`config.mk`:
```
export PLATFORM = sky130hd
export DESIGN_NAME = fetch_queue
export DESIGN_NICKNAME = d
export VERILOG_FILES = /design/src/rtl/fetch_pkg.sv /design/src/rtl/fq_fifo.sv /design/src/rtl/fetch_queue.sv
export SDC_FILE = /design/constraint.sdc
export NUM_CORES = 1
export LEC_CHECK = 0
export ABC_CLOCK_PERIOD_IN_PS = 7500
export BUFFER_PORTS_ARGS = -buffer_cell sky130_fd_sc_hd__buf_2
export CAP_MARGIN = 0
export CELL_PAD_IN_SITES_DETAIL_PLACEMENT = 1
export CELL_PAD_IN_SITES_GLOBAL_PLACEMENT = 2
export CORE_MARGIN = 2
export CORE_UTILIZATION = 42
export CTS_BUF_LIST = sky130_fd_sc_hd__clkbuf_8
export CTS_CLUSTER_DIAMETER = 120
export DETAILED_ROUTE_END_ITERATION = 6
export GPL_TIMING_DRIVEN = 0
export PLACE_DENSITY_LB_ADDON = 0.2
export SLEW_MARGIN = 20
export SYNTH_ARGS = -nofsm -noshare
export SYNTH_HDL_FRONTEND = slang
export SYNTH_HIERARCHICAL = 1
export SYNTH_SLANG_ARGS = --single-unit
```
`constraint.sdc`:
```
create_clock -name Clk -period 7.5 [get_ports Clk]
set_input_delay 0.375 -clock Clk [delete_from_list [all_inputs] [get_ports Clk]]
set_output_delay 0.375 -clock Clk [all_outputs]
set_load 0.02 [all_outputs]
```
`src/rtl/fetch_pkg.sv`:
```
// Shared constants and the queue entry layout for the instruction fetch queue.
package fetch_pkg;
  localparam int unsigned FQ_DEPTH    = 4;
  localparam logic [31:0] FQ_RESET_PC = 32'h0000_0000;
  localparam int unsigned FQ_ENTRY_W  = 64;

  typedef struct packed {
    logic [31:0] pc;
    logic [31:0] inst;
  } fq_entry_t;
endpackage

```
`src/rtl/fq_fifo.sv`:
```
// Synchronous FIFO holding fetched {PC, instruction} entries; head is read
// asynchronously so a freshly written entry is visible the following cycle.
module fq_fifo
  import fetch_pkg::*;
#(
  parameter int DEPTH = FQ_DEPTH
) (
  input  logic                   clk,
  input  logic                   srst,
  input  logic                   push_i,
  input  logic                   pop_i,
  input  logic                   flush_i,
  input  fq_entry_t              wdata_i,
  output fq_entry_t              rdata_o,
  output logic [$clog2(DEPTH):0] count_o
);
  localparam int AW = $clog2(DEPTH);
  localparam logic [AW:0] FULL_CNT = (AW+1)'(DEPTH);

  fq_entry_t mem_q [DEPTH];

  logic [AW-1:0] wr_q, wr_d, rd_q, rd_d;
  logic [AW:0]   cnt_q, cnt_d;
  logic          pop_ok, push_ok;

  // Guards keep the count in range even if the caller misbehaves.
  always_comb begin
    pop_ok  = pop_i && (cnt_q != '0);
    push_ok = push_i && ((cnt_q != FULL_CNT) || pop_ok);
    wr_d    = wr_q + AW'(push_ok);
    rd_d    = rd_q + AW'(pop_ok);
    cnt_d   = cnt_q + (AW+1)'(push_ok) - (AW+1)'(pop_ok);
    if (flush_i) begin
      wr_d  = '0;
      rd_d  = '0;
      cnt_d = '0;
    end
  end

  always_ff @(posedge clk) begin
    if (srst) begin
      wr_q  <= '0;
      rd_q  <= '0;
      cnt_q <= '0;
    end else begin
      wr_q  <= wr_d;
      rd_q  <= rd_d;
      cnt_q <= cnt_d;
    end
  end

  // Storage is deliberately not reset; only pointers and count are.
  always_ff @(posedge clk) begin
    if (push_ok && !flush_i && !srst) begin
      mem_q[wr_q] <= wdata_i;
    end
  end

  assign rdata_o = mem_q[rd_q];
  assign count_o = cnt_q;
endmodule

```
`src/rtl/fetch_queue.sv`:
```
// Instruction fetch queue: owns the fetch PC, decodes push/pop and applies
// branch redirects, with entries buffered in fq_fifo.
module fetch_queue
  import fetch_pkg::*;
#(
  parameter int          DEPTH    = FQ_DEPTH,
  parameter logic [31:0] RESET_PC = FQ_RESET_PC
) (
  input  logic                   Clk,
  input  logic                   Clr,
  input  logic                   Redirect,
  input  logic [31:0]            Redirect_PC,
  output logic [31:0]            Imem_Addr,
  input  logic [31:0]            Imem_Inst,
  input  logic                   ID_Ready,
  output logic                   Out_Valid,
  output logic [31:0]            Out_PC,
  output logic [31:0]            Out_PC4,
  output logic [31:0]            Out_Inst,
  output logic [$clog2(DEPTH):0] Count
);
  localparam int CW = $clog2(DEPTH) + 1;
  localparam logic [CW-1:0] FULL_CNT = CW'(DEPTH);

  logic [31:0] pc_q, pc_d;
  logic        push, pop;
  fq_entry_t   wr_entry, head;
  logic [CW-1:0] cnt;
  logic          unused_redirect_lsbs;

  assign unused_redirect_lsbs = ^Redirect_PC[1:0];

  // Clr masks the head so nothing partial escapes during reset.
  assign Out_Valid = (cnt != '0) && !Redirect && !Clr;
  assign pop       = Out_Valid && ID_Ready;
  assign push      = !Redirect && ((cnt != FULL_CNT) || pop);
  assign Imem_Addr = Clr ? RESET_PC : pc_q;

  always_comb begin
    pc_d = pc_q;
    if (Redirect) begin
      pc_d = {Redirect_PC[31:2], 2'b00};
    end else if (push) begin
      pc_d = pc_q + 32'd4;
    end
  end

  always_ff @(posedge Clk) begin
    if (Clr) begin
      pc_q <= RESET_PC;
    end else begin
      pc_q <= pc_d;
    end
  end

  assign wr_entry.pc   = pc_q;
  assign wr_entry.inst = Imem_Inst;

  fq_fifo #(.DEPTH(DEPTH)) u_fifo (
    .clk     (Clk),
    .srst    (Clr),
    .push_i  (push),
    .pop_i   (pop),
    .flush_i (Redirect),
    .wdata_i (wr_entry),
    .rdata_o (head),
    .count_o (cnt)
  );

  assign Count    = cnt;
  assign Out_PC   = Out_Valid ? head.pc : 32'd0;
  assign Out_PC4  = Out_Valid ? head.pc + 32'd4 : 32'd0;
  assign Out_Inst = Out_Valid ? head.inst : 32'd0;
endmodule

```
# ---- Yosys cells after proc, flatten, opt, wreduce, memory -nomap -nowiden
# Memories as Yosys holds them, arrays and structs flattened. A register that Yosys moved wholly into a read port is not among the register bits.
# Index checks and enable logic that the tools add are counted.
# W data, S select, Z words.
dict set report totals {
  latchBits 0
  ram_bits 256
  mem_count 1
  register_bits 39
  in_bits 68
  out_inout_bits 132
  wordCells 37
  rom_bits 0
}
# name words width rd rd_ports_with_merged_regs write_ports line
set memory_table {}
lappend memory_table {u_fifo.mem_q 4 64 1 1 1 fq_fifo.sv:20} ;# fq_entry_t mem_q [DEPTH];
dict set report op_classes {
  eq_ne 1
  reduce_logical 15
  n_div 0
  add_sub_neg 6
  n_shift 0
  multipliers 0
  magnitude_cmp 0
  bitwise 0
  mux 9
}
# operator n
set ops {}
lappend ops {{$mux W32} 6}
lappend ops {{$add A32 B3 Y32 const B} 2}
lappend ops {{$logic_and A1 B1 Y1} 8}
lappend ops {{$add A2 B1 Y2} 2}
lappend ops {{$add A3 B1 Y3} 1}
lappend ops {{$ne A3 B3 Y1 const B} 1}
lappend ops {{$reduce_bool A3 Y1} 1}
lappend ops {{$sub A3 B1 Y3} 1}
lappend ops {{$logic_not A1 Y1} 2}
lappend ops {{$logic_or A1 B1 Y1} 2}
lappend ops {{$mux W1} 2}
lappend ops {{$mux W2} 1}
lappend ops {{$reduce_bool A2 Y1} 1}
lappend ops {{$reduce_or A2 Y1} 1}

# ---- Longest topological paths before layout
dict set report logic_depth {
  depth_word 11
  ltp_mapped 14
  ltp_nobuf 12
}

# ---- By module
# Netlist, hierarchy kept.
# mod area_each_um2 cells_each instances seq_area_each_um2
set by_module_without_submodules {}
lappend by_module_without_submodules {fq_fifo 9691.8 373 1 7827.5}
lappend by_module_without_submodules {fetch_queue 3040.4 433 1 600.6}

# ---- Least setup slack after synthesis
# No wires, ideal clock.
dict set report synth_timing {
  path_kind {register -> register}
  startpoint {register u_fifo.cnt_q[1] (netlist: u_fifo/count_o[1])}
  endpoint {memory u_fifo/mem_q[0][0] (netlist bit), enable pin}
  path_stages_with_launch 10
  period_less_slack_ns 6.683
  setup_ns 0.565
  t_required_ns 6.935
  path_buffers 2
  slack_ns 0.817
  arrival_ns 6.118
  path_cell_list {dfxtp_1 -> nor3_1 -> or3_1 -> clkbuf_1 -> inv_1 -> clkbuf_1 -> and2_1 -> or4b_4 -> nand3_1 -> nor3_1}
}
dict set report synth_between {
  elab_chain_cells 11
  word_cells_on_any_way 14
  classes_between {eq/ne (1); mux (2); reduce/logical (11)}
}
# item line
set synth_rtl {}
lappend synth_rtl {{from (decl)} fq_fifo.sv:23} ;# logic [AW:0] cnt_q, cnt_d;
lappend synth_rtl {{from (signal assigned)} fq_fifo.sv:48} ;# cnt_q <= cnt_d;
lappend synth_rtl {{$reduce_bool A3 Y1 *} fetch_queue.sv:34} ;# assign Out_Valid = (cnt != '0) && !Redirect && !Clr;
lappend synth_rtl {{$logic_and A1 B1 Y1 * (2 in series)} fetch_queue.sv:34}
lappend synth_rtl {{$logic_and A1 B1 Y1 *} fetch_queue.sv:35} ;# assign pop = Out_Valid && ID_Ready;
lappend synth_rtl {{via pop} fetch_queue.sv:26} ;# logic push, pop;
lappend synth_rtl {{$logic_or A1 B1 Y1 / $logic_and A1 B1 Y1 (equally long branches)} {fetch_queue.sv:36, fq_fifo.sv:28}}
lappend synth_rtl {{$logic_and A1 B1 Y1 / $logic_or A1 B1 Y1 (equally long branches)} {fetch_queue.sv:36, fq_fifo.sv:29}}
lappend synth_rtl {{$logic_and A1 B1 Y1 *} fq_fifo.sv:29} ;# push_ok = push_i && ((cnt_q != FULL_CNT) || pop_ok);
lappend synth_rtl {{$logic_and A1 B1 Y1 * (2 in series)} fq_fifo.sv:54} ;# if (push_ok && !flush_i && !srst) begin
lappend synth_rtl {{$mux W1 *} fq_fifo.sv:54}
lappend synth_rtl {{$mux W1 (not written as such) *} fq_fifo.sv:55} ;# mem_q[wr_q] <= wdata_i;
lappend synth_rtl {{to (decl)} fq_fifo.sv:20}
# Mark *: on every way through the listed nets, which the timed path passes. The rest lies on a longest branch.

==> results.py <==
metrics = {
    "routing": {
        "wl_per_cell_um": 21.09,
        "dr.pass1.iters": 5,
        "drtIter0Drc": 344,
        "wl_um": 31870,
        "drc_errors": 0,
        "routed_via_density": 5.181,
        "vias": 7829,
        "ant_nets": 0,
    },
    "logic_synthesis": {
        "synth_cell_types": 53,
        "synth_edf_count": 256,
        "synthCells": 806,
        "synth_seq_area_share_pct": 66.19,
        "ys_warn_count": 6,
        "synth_seq_cells": 293,
        "synth_common_cells": "256 x edfxtp_1, 71 x and2_1, 61 x nor2_1, 53 x mux4_2, 37 x dfxtp_1",
        "yosysMostFrequentCell": "edfxtp_1",
        "synth_area_sq_um": 12730,
        "ys.flop_type": "edfxtp_1",
        "async_reset_ff_share_pct": 0,
        "synth.largest_area_cell": "edfxtp_1",
        "synth_top_area_share_pct": 60.38,
        "synth.area.top_cells": "edfxtp_1 60%, mux4_2 9.4%, dfxtp_1 5.8%, and2_1 3.5%, mux4_1 2.3%",
        "avgSynthCellArea_sq_um": 15.80,
    },
    "pwr": {
        "power-per-cell-area_nw_per_um2": 217.5,
        "p_leak_nw": 5.710,
        "total_power_mw": 3.364,
        "ir_worst_vdd_uv": 149.5,
    },
    "clocking": {
        "clk_latency_ps": 560,
        "cts_root_buffer": "clkbuf_8",
        "cts_tree": "yes",
        "cts_setup_buffers": 0,
        "cts.sinks": 293,
        "path_clk_slew_ps": 60,
        "clk_path_buf_depth": 3,
        "cts_buffers": 49,
        "htreeDepth": 2,
        "holdBufCountCts": 0,
        "cts_resized": 0,
    },
    "place": {
        "io_buffer_count": 195,
        "place.detailed.instances": 1422,
        "gp_congestion": 0.7850,
        "dp_hpwl_um": 23360,
    },
    "critical_path": {
        "end_kind": "output port",
        "path_class": "reg -> out",
        "crit_fanout": 10,
        "required_ps": 7120,
        "arrival_ps": 3840,
        "critPathLaunchType": "flip-flop",
    },
    "sta": {
        "post-route-period-util_pct": 56.15,
        "setup_viol": 0,
        "rsz0062_at_grt": "no",
        "worst_hold_slack_ps": 40.91,
        "skew_ps": 21.35,
        "tightest_slew_ps": 918.9,
        "maxSlewHeadroom_pct": 38.27,
        "report.final.slew_viol_count": 0,
        "period_needed_ps": 4211,
        "timing.final.hold_violations": 0,
        "clock.fmax_ghz": 0.2375,
    },
    "global_routing": {
        "grt-ovfl-total": 0,
        "grt_antenna_before_repair": 1,
        "grt_use_total_pct": 20.59,
        "grt_pass1_vias": 8538,
        "grt_start_max_net_pins": 23,
        "grt_pass1_wl_um": 49020,
    },
    "layout": {
        "final.fill_count": 2972,
        "final_nets": 1156,
        "diodes": 0,
        "drive_gt1_share_pct": 32.74,
        "fin_cells": 1511,
        "area_growth_pct": 21.45,
    },
    "floorplanning": {
        "die_y_um": 178.1,
        "rows": 63,
        "initial_core_util_pct": 42.84,
        "coreArea_sq_um": 29720,
        "fp.dieW_um": 178.1,
        "dieArea_sq_um": 31720,
        "io-pin-count": 200,
    },
    "job": {
        "max-cap-violations": 0,
    },
    "worst_hold_path": {
        "hold_class": "in -> reg",
    },
    "run_status": {
        "status": "complete, no violations",
    },
}
critical path, stage by stage (launching register included):
cell and delay, ps:
dfxtp_1 320, buf_2 300, buf_2 360, mux4_2 350, ha_1 260, inv_1 100, nor2_1 450, nand4_1 340
or3_1 380, a21oi_1 190, buf_2 200
power by group:
group	switching, mW	internal (mW)
clock network	0.618	0.738
registers	0.0344	1.80
logic	0.102	0.0672
total	0.754	2.61
sequential cells by signal (all words and copies together) (netlist names):
signal / count
u_fifo/count_o: 3
u_fifo/rd_q: 2
u_fifo/mem_q: 256
pc_q: 30
u_fifo/wr_q: 2
metal layers:
layer / track usage [%] / up-vias / share of wire (%) / routed length [um]
met2: 36.19 / 232 / 51 / 16130
met5: 0 / - / 0 / 0
met3: 3.666 / 67 / 5.2 / 1663
li1: - / 3652 / - / -
met1: 25.57 / 3878 / 41 / 13160
met4: 7.172 / 0 / 2.9 / 920
final timing paths:
check | from | end | slack (ps) | cells after the start
max | u_fifo/rd_q[1] | Out_PC4[30] | 3290 | 10
min | Imem_Inst[7] | u_fifo/mem_q[0][7] | 40 | 1
max reg2reg | u_fifo/count_o[1] | u_fifo/mem_q[2][26] | 3570 | 11
min reg2reg | u_fifo/wr_q[1] | u_fifo/wr_q[1] | 540 | 1
metrics by stage:
step / worst slack, ps / area (sq um) / TNS (ps) / util (%)
after floorplan: 816.9 / 12770 / 0 / -
after global placement: -3612 / 14230 / -496560 / 47.88
after detailed placement: 3341 / 14510 / 0 / 48.84
after CTS: 3211 / 15460 / 0 / 52.04
after global routing: 3077 / 15460 / 0 / 52.04
final: 3289 / 15460 / 0 / 52.04
kinds of logic (layout without fill, tap and decap cells):
| family | after synthesis | in the layout | share of synthesized area (%) |
|---|---|---|---|
| flip-flops | 293 | 293 | 66.19 |
| AND/OR/NAND/NOR | 277 | 277 | 11.94 |
| multiplexers | 72 | 72 | 12.27 |
| buffers and inverters | 55 | 361 | 2.732 |
| AO/OA/AOI/OAI | 53 | 53 | 2.840 |
| XOR/XNOR | 50 | 50 | 3.439 |
| adder cells (fa/ha/maj) | 5 | 5 | 0.5503 |
| other | 1 | 10 | 0.02945 |
placed cells by master, fill, tap and decap left out, types with 4 or more instances in the layout:
cell / n
and3_1: 9
clkbuf_8: 55
nor3_1: 11
clkinv_2: 4
mux4_1: 11
dfxtp_1: 37
mux2i_1: 8
nor2b_1: 29
conb_1: 10
ha_1: 4
xor2_1: 30
buf_12: 9
mux4_2: 53
nand2_1: 21
clkbuf_1: 24
nor4_1: 4
xnor2_1: 20
buf_6: 4
inv_1: 21
a211oi_1: 19
nor2_1: 59
clkinv_1: 14
and2_1: 71
edfxtp_1: 256
o21ai_0: 11
nand4_1: 20
or3_1: 10
buf_2: 204
buf_4: 19
a21oi_1: 10
nand3_1: 26
area by class of cell:
type,count,area (sq um),share of cell area (%)
Inverter,9,33.78,0.2185
Clock buffer,55,757.0,4.895
Clock inverter,34,192.7,1.246
Timing Repair Buffer,217,1235,7.986
Buffer,46,314.1,2.031
Multi-Input combinational cell,467,4015,25.96
Sequential cell,293,8428,54.50
Tap cell,390,488.0,3.156
(Power assumes the default switching activity.)
